### src/rtl/key_event_pkg.sv
// key_event_pkg: shared types and constants for the key event generator.
//   state_t           - FSM state encoding (IDLE, PRESSED, HELD)
//   HOLD_CYCLES_DEF   - default cycles from press to hold event
//   REPEAT_CYCLES_DEF - default auto-repeat period while held
//   COUNT_W           - width of the wrapping press counter
package key_event_pkg;

    typedef enum logic [1:0] {
        ST_IDLE    = 2'd0,
        ST_PRESSED = 2'd1,
        ST_HELD    = 2'd2
    } state_t;

    localparam int unsigned HOLD_CYCLES_DEF   = 25_000_000;
    localparam int unsigned REPEAT_CYCLES_DEF = 5_000_000;
    localparam int unsigned COUNT_W           = 8;

endpackage

### src/rtl/key_timer.sv
// key_timer: CNT_W-bit up counter used by key_event for hold/repeat timing.
//   clock     in  : system clock, rising edge
//   reset     in  : asynchronous, active-low
//   load_zero in  : synchronous load of zero (wins over enable)
//   enable    in  : increment by one
//   terminal  in  : compare value
//   tc        out : combinational, high while count == terminal
module key_timer #(
    parameter int unsigned CNT_W = 27
) (
    input  logic             clock,
    input  logic             reset,
    input  logic             load_zero,
    input  logic             enable,
    input  logic [CNT_W-1:0] terminal,
    output logic             tc
);

    logic [CNT_W-1:0] value_q;
    logic [CNT_W-1:0] value_d;

    always_comb begin
        value_d = value_q;
        if (load_zero) begin
            value_d = '0;
        end else if (enable) begin
            value_d = value_q + CNT_W'(1);
        end
    end

    always_ff @(posedge clock or negedge reset) begin
        if (!reset) begin
            value_q <= '0;
        end else begin
            value_q <= value_d;
        end
    end

    assign tc = (value_q == terminal);

endmodule

### src/rtl/key_event.sv
// key_event: turns the filtered, clock-synchronous key level into one-cycle
// press/release/hold/auto-repeat events and a wrapping press counter.
//   clock       in  : system clock, rising edge
//   reset       in  : asynchronous, active-low
//   level_in    in  : filtered key level, 1 = pressed
//   clear       in  : synchronous clear of count (a same-edge press gives 1)
//   press       out : one-cycle pulse on press
//   release_evt out : one-cycle pulse on release ("release" is a reserved word)
//   hold        out : one-cycle pulse when the press becomes a long press
//   rpt         out : one-cycle auto-repeat pulse
//   pressed     out : high while the FSM is not IDLE
//   count       out : number of presses modulo 256
// Build option: define KEY_EVENT_REPEAT_EN to enable auto-repeat in HELD;
// otherwise HELD is terminal until release, the timer stops, rpt stays 0.
module key_event
    import key_event_pkg::*;
#(
    parameter int unsigned HOLD_CYCLES   = HOLD_CYCLES_DEF,
    parameter int unsigned REPEAT_CYCLES = REPEAT_CYCLES_DEF,
    parameter int unsigned CNT_W         = 27
) (
    input  logic               clock,
    input  logic               reset,
    input  logic               level_in,
    input  logic               clear,
    output logic               press,
    output logic               release_evt,
    output logic               hold,
    output logic               rpt,
    output logic               pressed,
    output logic [COUNT_W-1:0] count
);

    localparam logic [CNT_W-1:0] HOLD_TERM   = CNT_W'(HOLD_CYCLES - 1);
    localparam logic [CNT_W-1:0] REPEAT_TERM = CNT_W'(REPEAT_CYCLES - 1);

    state_t             state_q, state_d;
    logic               level_q;
    logic               press_q, press_d;
    logic               release_q, release_d;
    logic               hold_q, hold_d;
    logic               rpt_q, rpt_d;
    logic [COUNT_W-1:0] count_q, count_d;

    logic               rise, fall;
    logic               tmr_load, tmr_en, tmr_tc;
    logic [CNT_W-1:0]   tmr_term;

    assign rise = level_in & ~level_q;
    assign fall = ~level_in & level_q;

    // The terminal only matters in PRESSED and HELD; IDLE ignores tc.
    assign tmr_term = (state_q == ST_PRESSED) ? HOLD_TERM : REPEAT_TERM;

    key_timer #(
        .CNT_W (CNT_W)
    ) u_timer (
        .clock     (clock),
        .reset     (reset),
        .load_zero (tmr_load),
        .enable    (tmr_en),
        .terminal  (tmr_term),
        .tc        (tmr_tc)
    );

    always_comb begin
        state_d   = state_q;
        press_d   = 1'b0;
        release_d = 1'b0;
        hold_d    = 1'b0;
        rpt_d     = 1'b0;
        tmr_load  = 1'b0;
        tmr_en    = 1'b0;
        // Clear first, so a press on the same edge lands on 1.
        count_d   = clear ? '0 : count_q;

        case (state_q)
            ST_IDLE: begin
                if (rise) begin
                    state_d  = ST_PRESSED;
                    press_d  = 1'b1;
                    tmr_load = 1'b1;
                    count_d  = count_d + COUNT_W'(1);
                end
            end
            ST_PRESSED: begin
                // Fall is checked first so it suppresses a coincident hold.
                if (fall) begin
                    state_d   = ST_IDLE;
                    release_d = 1'b1;
                    tmr_load  = 1'b1;
                end else if (tmr_tc) begin
                    state_d  = ST_HELD;
                    hold_d   = 1'b1;
                    tmr_load = 1'b1;
                end else begin
                    tmr_en = 1'b1;
                end
            end
            ST_HELD: begin
                if (fall) begin
                    state_d   = ST_IDLE;
                    release_d = 1'b1;
                    tmr_load  = 1'b1;
                end
`ifdef KEY_EVENT_REPEAT_EN
                else if (tmr_tc) begin
                    rpt_d    = 1'b1;
                    tmr_load = 1'b1;
                end else begin
                    tmr_en = 1'b1;
                end
`endif
            end
            default: begin
                state_d  = ST_IDLE;
                tmr_load = 1'b1;
            end
        endcase
    end

    always_ff @(posedge clock or negedge reset) begin
        if (!reset) begin
            state_q   <= ST_IDLE;
            level_q   <= 1'b0;
            press_q   <= 1'b0;
            release_q <= 1'b0;
            hold_q    <= 1'b0;
            rpt_q     <= 1'b0;
            count_q   <= '0;
        end else begin
            state_q   <= state_d;
            level_q   <= level_in;
            press_q   <= press_d;
            release_q <= release_d;
            hold_q    <= hold_d;
            rpt_q     <= rpt_d;
            count_q   <= count_d;
        end
    end

    assign press       = press_q;
    assign release_evt = release_q;
    assign hold        = hold_q;
    assign rpt         = rpt_q;
    assign pressed     = (state_q != ST_IDLE);
    assign count       = count_q;

endmodule

### config.mk
export PLATFORM = sky130hd
export DESIGN_NAME = key_event
export DESIGN_NICKNAME = d
export VERILOG_FILES = /design/src/rtl/key_event_pkg.sv /design/src/rtl/key_timer.sv /design/src/rtl/key_event.sv
export SDC_FILE = /design/constraint.sdc
export NUM_CORES = 1
export LEC_CHECK = 0
export ABC_CLOCK_PERIOD_IN_PS = 3620
export BUFFER_PORTS_ARGS = -buffer_cell sky130_fd_sc_hd__buf_4
export CAP_MARGIN = 20
export CORE_ASPECT_RATIO = 0.75
export CORE_UTILIZATION = 25
export CTS_BUF_LIST = sky130_fd_sc_hd__clkbuf_16
export DETAILED_ROUTE_END_ITERATION = 8
export SYNTH_ARGS = -nofsm -noshare
export SYNTH_HDL_FRONTEND = slang
export SYNTH_SLANG_ARGS = --single-unit
### constraint.sdc
create_clock -name clock -period 3.62 [get_ports clock]
set_clock_uncertainty 0.1 [all_clocks]
set_input_delay 0.362 -clock clock [delete_from_list [all_inputs] [get_ports clock]]
set_output_delay 0.362 -clock clock [all_outputs]
set_load 0.1 [all_outputs]
==> results of run 1 <==
-- cells in the final DEF, fill, tap and decap left out, types with 3 or more instances in the layout --
cell type / Yosys / final
a211oi_1: 16 / 16
a21oi_1: 4 / 4
and2_1: 4 / 4
and3_1: 5 / 5
and4_1: 3 / 3
buf_4: 1 / 17
clkbuf_16: 0 / 5
dfrtp_1: 41 / 41
ha_1: 6 / 6
inv_1: 9 / 10
nand2_1: 12 / 12
nand3_1: 10 / 10
nand4_1: 16 / 16
nor2_1: 9 / 9
nor2b_1: 3 / 3
nor3_1: 15 / 15
nor4_1: 8 / 8
o21ai_0: 6 / 6
o31ai_1: 11 / 11
or3_1: 5 / 5
or4_1: 11 / 11
xnor2_1: 11 / 11
xor2_1: 6 / 6
-- per-layer routing --
metal | share of wire | vias to the layer above | GRT usage | routed length (µm)
met5 | 0 | - | 0 | 0
met4 | 0 | 0 | 0.0207 | 0
met3 | 0.054 | 0 | 0.0249 | 302
met2 | 0.41 | 57 | 0.156 | 2310
met1 | 0.53 | 1002 | 0.179 | 2970
li1 | - | 986 | - | -
-- worst min-delay path by stage --
stage	from	to	slack [ps]
6_report	level_in	level_q	130
5_1_grt	level_in	level_q	120
4_1_cts	level_in	level_q	120
3_5_place_dp	reset	count[7]	280
3_3_place_gp	reset	count[7]	270
2_1_floorplan	reset	count[0]	-30
-- flip-flops by register name, indices dropped and copies added, names as in the netlist --
signal,count
level_q,1
hold,1
u_timer.value_q,27
count,8
state_q,2
press,1
release_evt,1
-- kinds of logic after synthesis --
| family | count (synthesis) | share of synthesized area |
|---|---|---|
| muxes | 1 | 0.00456 |
| buffers and inverters | 27 | 0.0568 |
| other | 1 | 0.00152 |
| xor gates and xnor gates | 17 | 0.0603 |
| and+or+nand+nor | 116 | 0.284 |
| adders and majority gates | 6 | 0.0304 |
| DFF | 41 | 0.416 |
| AOI/OAI and AO/OA | 46 | 0.147 |
-- where the power goes --
part	total, mW	internal [mW]	switching, mW	leakage (nW)
combinational	0.310	0.0791	0.231	0.413
sequential	0.513	0.484	0.0295	0.565
clock	0.487	0.320	0.167	0.0826
total	1.31	0.883	0.427	1.06
-- worst max-delay path, delay by kind of cell, from the launching register on --
kind | cells | cell delay, ps
AO/OA/AOI/OAI | 2 | 1200
adder cells (fa/ha/maj) | 1 | 320
buffers and inverters | 1 | 90
flip-flops | 1 | 410
AND/OR/NAND/NOR | 3 | 680
-- cell type report --
cell class / count / area share
clock buffers: 5 / 0.0441
clock inverters: 3 / 0.0132
inverters: 9 / 0.0119
multi-input cells: 187 / 0.459
flip-flops and latches: 41 / 0.362
well taps: 128 / 0.0565
repair buffers: 19 / 0.0538
-- per-stage QoR --
step                      hold WS (ps)  power, mW
after CTS                          123       1.32
after detailed placement           275      0.823
after global placement             273      0.824
final                              129       1.31
after global routing               122       1.37
after floorplan                  -33.6      0.755
-- synth_stat cells (2+ instances only) --
library cell   n
o21ai_0        6
or4_1         11
dfrtp_1       41
o31ai_1       11
nor2_1         9
buf_6          4
nand4_1       16
or3_1          5
buf_2          3
nor2b_1        3
ha_1           6
xor2_1         6
nand3_1       10
nand2_1       12
a21oi_1        4
nor4_1         8
nor4bb_1       2
nor3_1        15
xnor2_1       11
clkbuf_1       9
inv_1          9
nor4b_1        2
and3_1         5
a211oi_1      16
and4_1         3
or4_4          2
and2_1         4
==> metrics.txt, run 1 <==
Layout Cells excl Fill 392; Routed WL per cell 14.2 µm; status finished, final reports clean; Startpoint Class flop; ys flop type dfrtp_1; share of the synthesized area in the top cell type 0.416; Die W 117 µm; Filler Cell Count 991; Worst-Skew Late Latency 280 ps; Multi-input gate area 1300 µm²; Worst Setup Path Type reg2reg; Mapped Avg Cell Area 9.68 µm²; dpl cells 382; hold buffers post-CTS 1; post-CTS resize count 0; Critical Path Max Stage Delay 680 ps; number of inserted diodes 0; Critical Path RT 3640 ps; Ports 17; vias per cell 5.22; Leak Pwr 1.06 nW; Reg clk slew, reported paths 60 ps; Max Cap Violations 0; total negative setup slack 0 ps; first-pass iteration count of the detailed router 4; clk buf depth 2; FMAX 0.340 GHz; Synth Cell Area 2470 µm²; area leader, netlist dfrtp_1; layout cells sized above 1 0.121; worst r2r dst u_timer.value_q[3]; global route total overflow 0; largest net degree at the start of global routing 42; Core Region 9310 µm²; CP Max Fanout 27; top cells by area, synth dfrtp_1 42%, a211oi_1 4.9%, nand4_1 4.1%; worst r2r src state_q[1]; fraction of registers with async set/reset 1.00; initial antenna violation count 0; crit path cell chain inv_1 -> ha_1 -> nand2_1 -> or4_4 -> a2111o_1 -> a21boi_4 -> nor4b_1; fin area 2840 µm²; flops & latches, synth 41; Post-Syn Instances 255; count of pins over their slew limit 0; Total GRT Usage 0.114; Ys Warns 0; Slew headroom 0.462; Final HPWL DP 3.92 mm; Net Count, Synth 265; Worst EP arrival 2970 ps; area grow syn2layout 15.0%; Critical Path End Type flop; Core Util, Final 0.305; hold depth 1; initial DRC count 206; min Tclk post-route 2940 ps; initial core utilization 0.265; nets 273; die footprint 10,300 µm²; Min-Delay Path Class in2reg; crit path to u_timer.value_q[3]; Final period util 0.813; Antenna Nets Post-Route 0; RSZ-0062 raised after global routing false; H-tree depth 2; first-pass GRT wire length 9.16 mm; Post-synth EDFFs 0; # DRC 0; Post-CTS Setup Inserts 0; Final Hold Vio Count 0; Worst Tran Pin Value 805 ps; post-synthesis cell type count 49; PnR worst setup slack 676 ps; register area 1030 µm²; Die Y 88.0 µm; DP Worst Slack 675 ps; Sink Count 41; CTS buffer count 5; row cnt 30; Worst setup startpoint state_q[1]; GPL Wtd Cong 0.803; CTS tree built; post-synthesis sequential area ratio 0.416; clk root buf clkbuf_16; CP max-delay cell a21boi_4; PortBufs 15; Final setup viols 0; Post-Route WL 5.58 mm; peak supply drop 181 µV; R2R setup slack 680 ps; routed via count 2,045; reg2reg path depth 7; Area after DPL 2650 µm²; pwr dens 462 nW/µm²; vias in the first global route 1,777
No activity file was read; power rests on OpenSTA's default activity.
==> inputs of run 2 (changes only) <==
--- a/config.mk
+++ b/config.mk
@@ -5,7 +5,7 @@
 export SDC_FILE = /design/constraint.sdc
 export NUM_CORES = 1
 export LEC_CHECK = 0
-export ABC_CLOCK_PERIOD_IN_PS = 3620
+export ABC_CLOCK_PERIOD_IN_PS = 2500
 export BUFFER_PORTS_ARGS = -buffer_cell sky130_fd_sc_hd__buf_4
 export CAP_MARGIN = 20
 export CORE_ASPECT_RATIO = 0.75
==> constraint.sdc (replaced) <==
create_clock -name clock -period 2.5 [get_ports clock]
set_clock_uncertainty 0.1 [all_clocks]
set_input_delay 0.25 -clock clock [delete_from_list [all_inputs] [get_ports clock]]
set_output_delay 0.25 -clock clock [all_outputs]
set_load 0.1 [all_outputs]
==> metrics.txt, run 2 (synthesis results as in run 1) <==
Core Util, Final 0.331 (+0.0266); peak supply drop 325 µV (+80%); Largest Register u_timer.value_q; count of pins over their slew limit 0 (unchanged); CP Max Fanout 6 (-78%); Area after DPL 2820 µm² (+6.6%); Sink Count 41 (unchanged); max reg flops 27 (unchanged); # DRC 0 (unchanged); WHS 83.4 ps (-45.3 ps); die footprint 10,300 µm² (unchanged); clk buf depth 2 (unchanged); total negative setup slack 0 ps (unchanged); area grow syn2layout 25.0%; initial core utilization 0.265 (unchanged); initial antenna violation count 0 (unchanged); Worst Tran Pin Value 537 ps (-267 ps); Slew headroom 0.642 (+0.179); routed via count 2,193 (+7.2%); Critical Path RT 2600 ps (-1040 ps); Antenna Nets Post-Route 0 (unchanged); number of inserted diodes 0 (unchanged); Total GRT Usage 0.129 (+0.0157); largest net degree at the start of global routing 42 (unchanged); Final setup viols 0 (unchanged); Min-Delay Path Class in2reg; PortBufs 15 (unchanged); Max Cap Violations 0 (unchanged); row cnt 30 (unchanged); Die Y 88.0 µm (unchanged); H-tree depth 2 (unchanged); GPL Wtd Cong 0.841 (+4.7%); pwr dens 650 nW/µm² (+41%); Final period util 0.958 (+0.144); status finished, final reports clean; Post-Route WL 6.21 mm (+11%); FMAX 0.418 GHz (+23%); Core Region 9310 µm² (unchanged); vias per cell 5.27 (+1.1%); min Tclk post-route 2390 ps (-550 ps); Ports 17 (unchanged); Worst Setup Path Type reg2reg; Startpoint Class flop; Routed WL per cell 14.9 µm (+5.0%); Worst-Skew Late Latency 290 ps (about the same); Critical Path End Type flop; layout cells sized above 1 0.215 (+0.0941); Die W 117 µm (unchanged); Final HPWL DP 4.41 mm (+13%); Worst EP arrival 2490 ps (-480 ps); CTS tree built; fin area 3080 µm² (+8.7%); first-pass iteration count of the detailed router 5 (+1); CTS buffer count 5 (unchanged); clk root buf clkbuf_16; most used cells in the layout excluding fill and tap cells 41 x dfrtp_1, 38 x buf_4, 16 x nand4_1, 15 x nor3_1, 15 x a211oi_1; global route total overflow 0 (unchanged); Leak Pwr 1.19 nW (+12%); vias in the first global route 1,949 (+9.7%); nets 297 (+8.8%); Reg clk slew, reported paths 60 ps (about the same); Final Hold Vio Count 0 (unchanged); first-pass GRT wire length 10.2 mm (+12%); commonest non-fill, non-tap cell in the layout dfrtp_1; initial DRC count 166 (-19%)
-- run 2: metal layers --
layer	wire length, µm	part of all wire	track usage
met1	3250	0.52	0.203
met2	2500	0.40	0.175
met3	417	0.067	0.0311
met4	43	0.0069	0.0276
met5	0	0	0
-- run 2: final timing paths --
kind,slack (ps),end,cells after the start,startpoint
max,110,u_timer.value_q[16],9,u_timer.value_q[0]
min,80,count[7],2,clear
max in group asynchronous,1540,hold,2,reset
max reg2reg,110,u_timer.value_q[16],9,u_timer.value_q[0]
min in group asynchronous,380,u_timer.value_q[20],2,reset
min reg2reg,440,count[7],2,count[7]
-- run 2: repair_timing --
action	in CTS	in global routing
buffers inserted	0	3
hold endpoints to repair	42	0
hold buffers	2	0
endpoints found under the setup margin	0	28
resized for setup	0	5
-- run 2: critical path, cell delays in order, from the launching register on --
cell       delay (ps)
dfrtp_1           390
ha_1              220
and3_1            240
nand2_1           100
buf_4             140
a2111oi_4          50
buf_4             160
buf_4             150
or4_1             520
a211oi_2          240
-- run 2: stage by stage --
step | instances | worst slack, ps | power (mW)
final | 416 | 106 | 2.00
after global routing | 416 | -12.3 | 2.09
after CTS | 412 | 68.6 | 2.01
after detailed placement | 402 | 94.4 | 1.25
after global placement | 402 | 132 | 1.25
after floorplan | 255 | 27.7 | 1.10
-- run 2: cell type report --
class	instances	area, µm²
fillers	990	6220
inverters	9	33.8
repair buffers	43	370
well taps	128	160
multi-input cells	187	1320
flip-flops and latches	41	1030
clock inverters	3	46.3
clock buffers	5	125
-- run 2: power by group --
group | leakage [nW] | internal (mW) | switching (mW) | total [mW]
sequential | 0.565 | 0.700 | 0.0339 | 0.734
clock | 0.0800 | 0.473 | 0.281 | 0.753
combinational | 0.545 | 0.159 | 0.357 | 0.517
total | 1.19 | 1.33 | 0.672 | 2.00
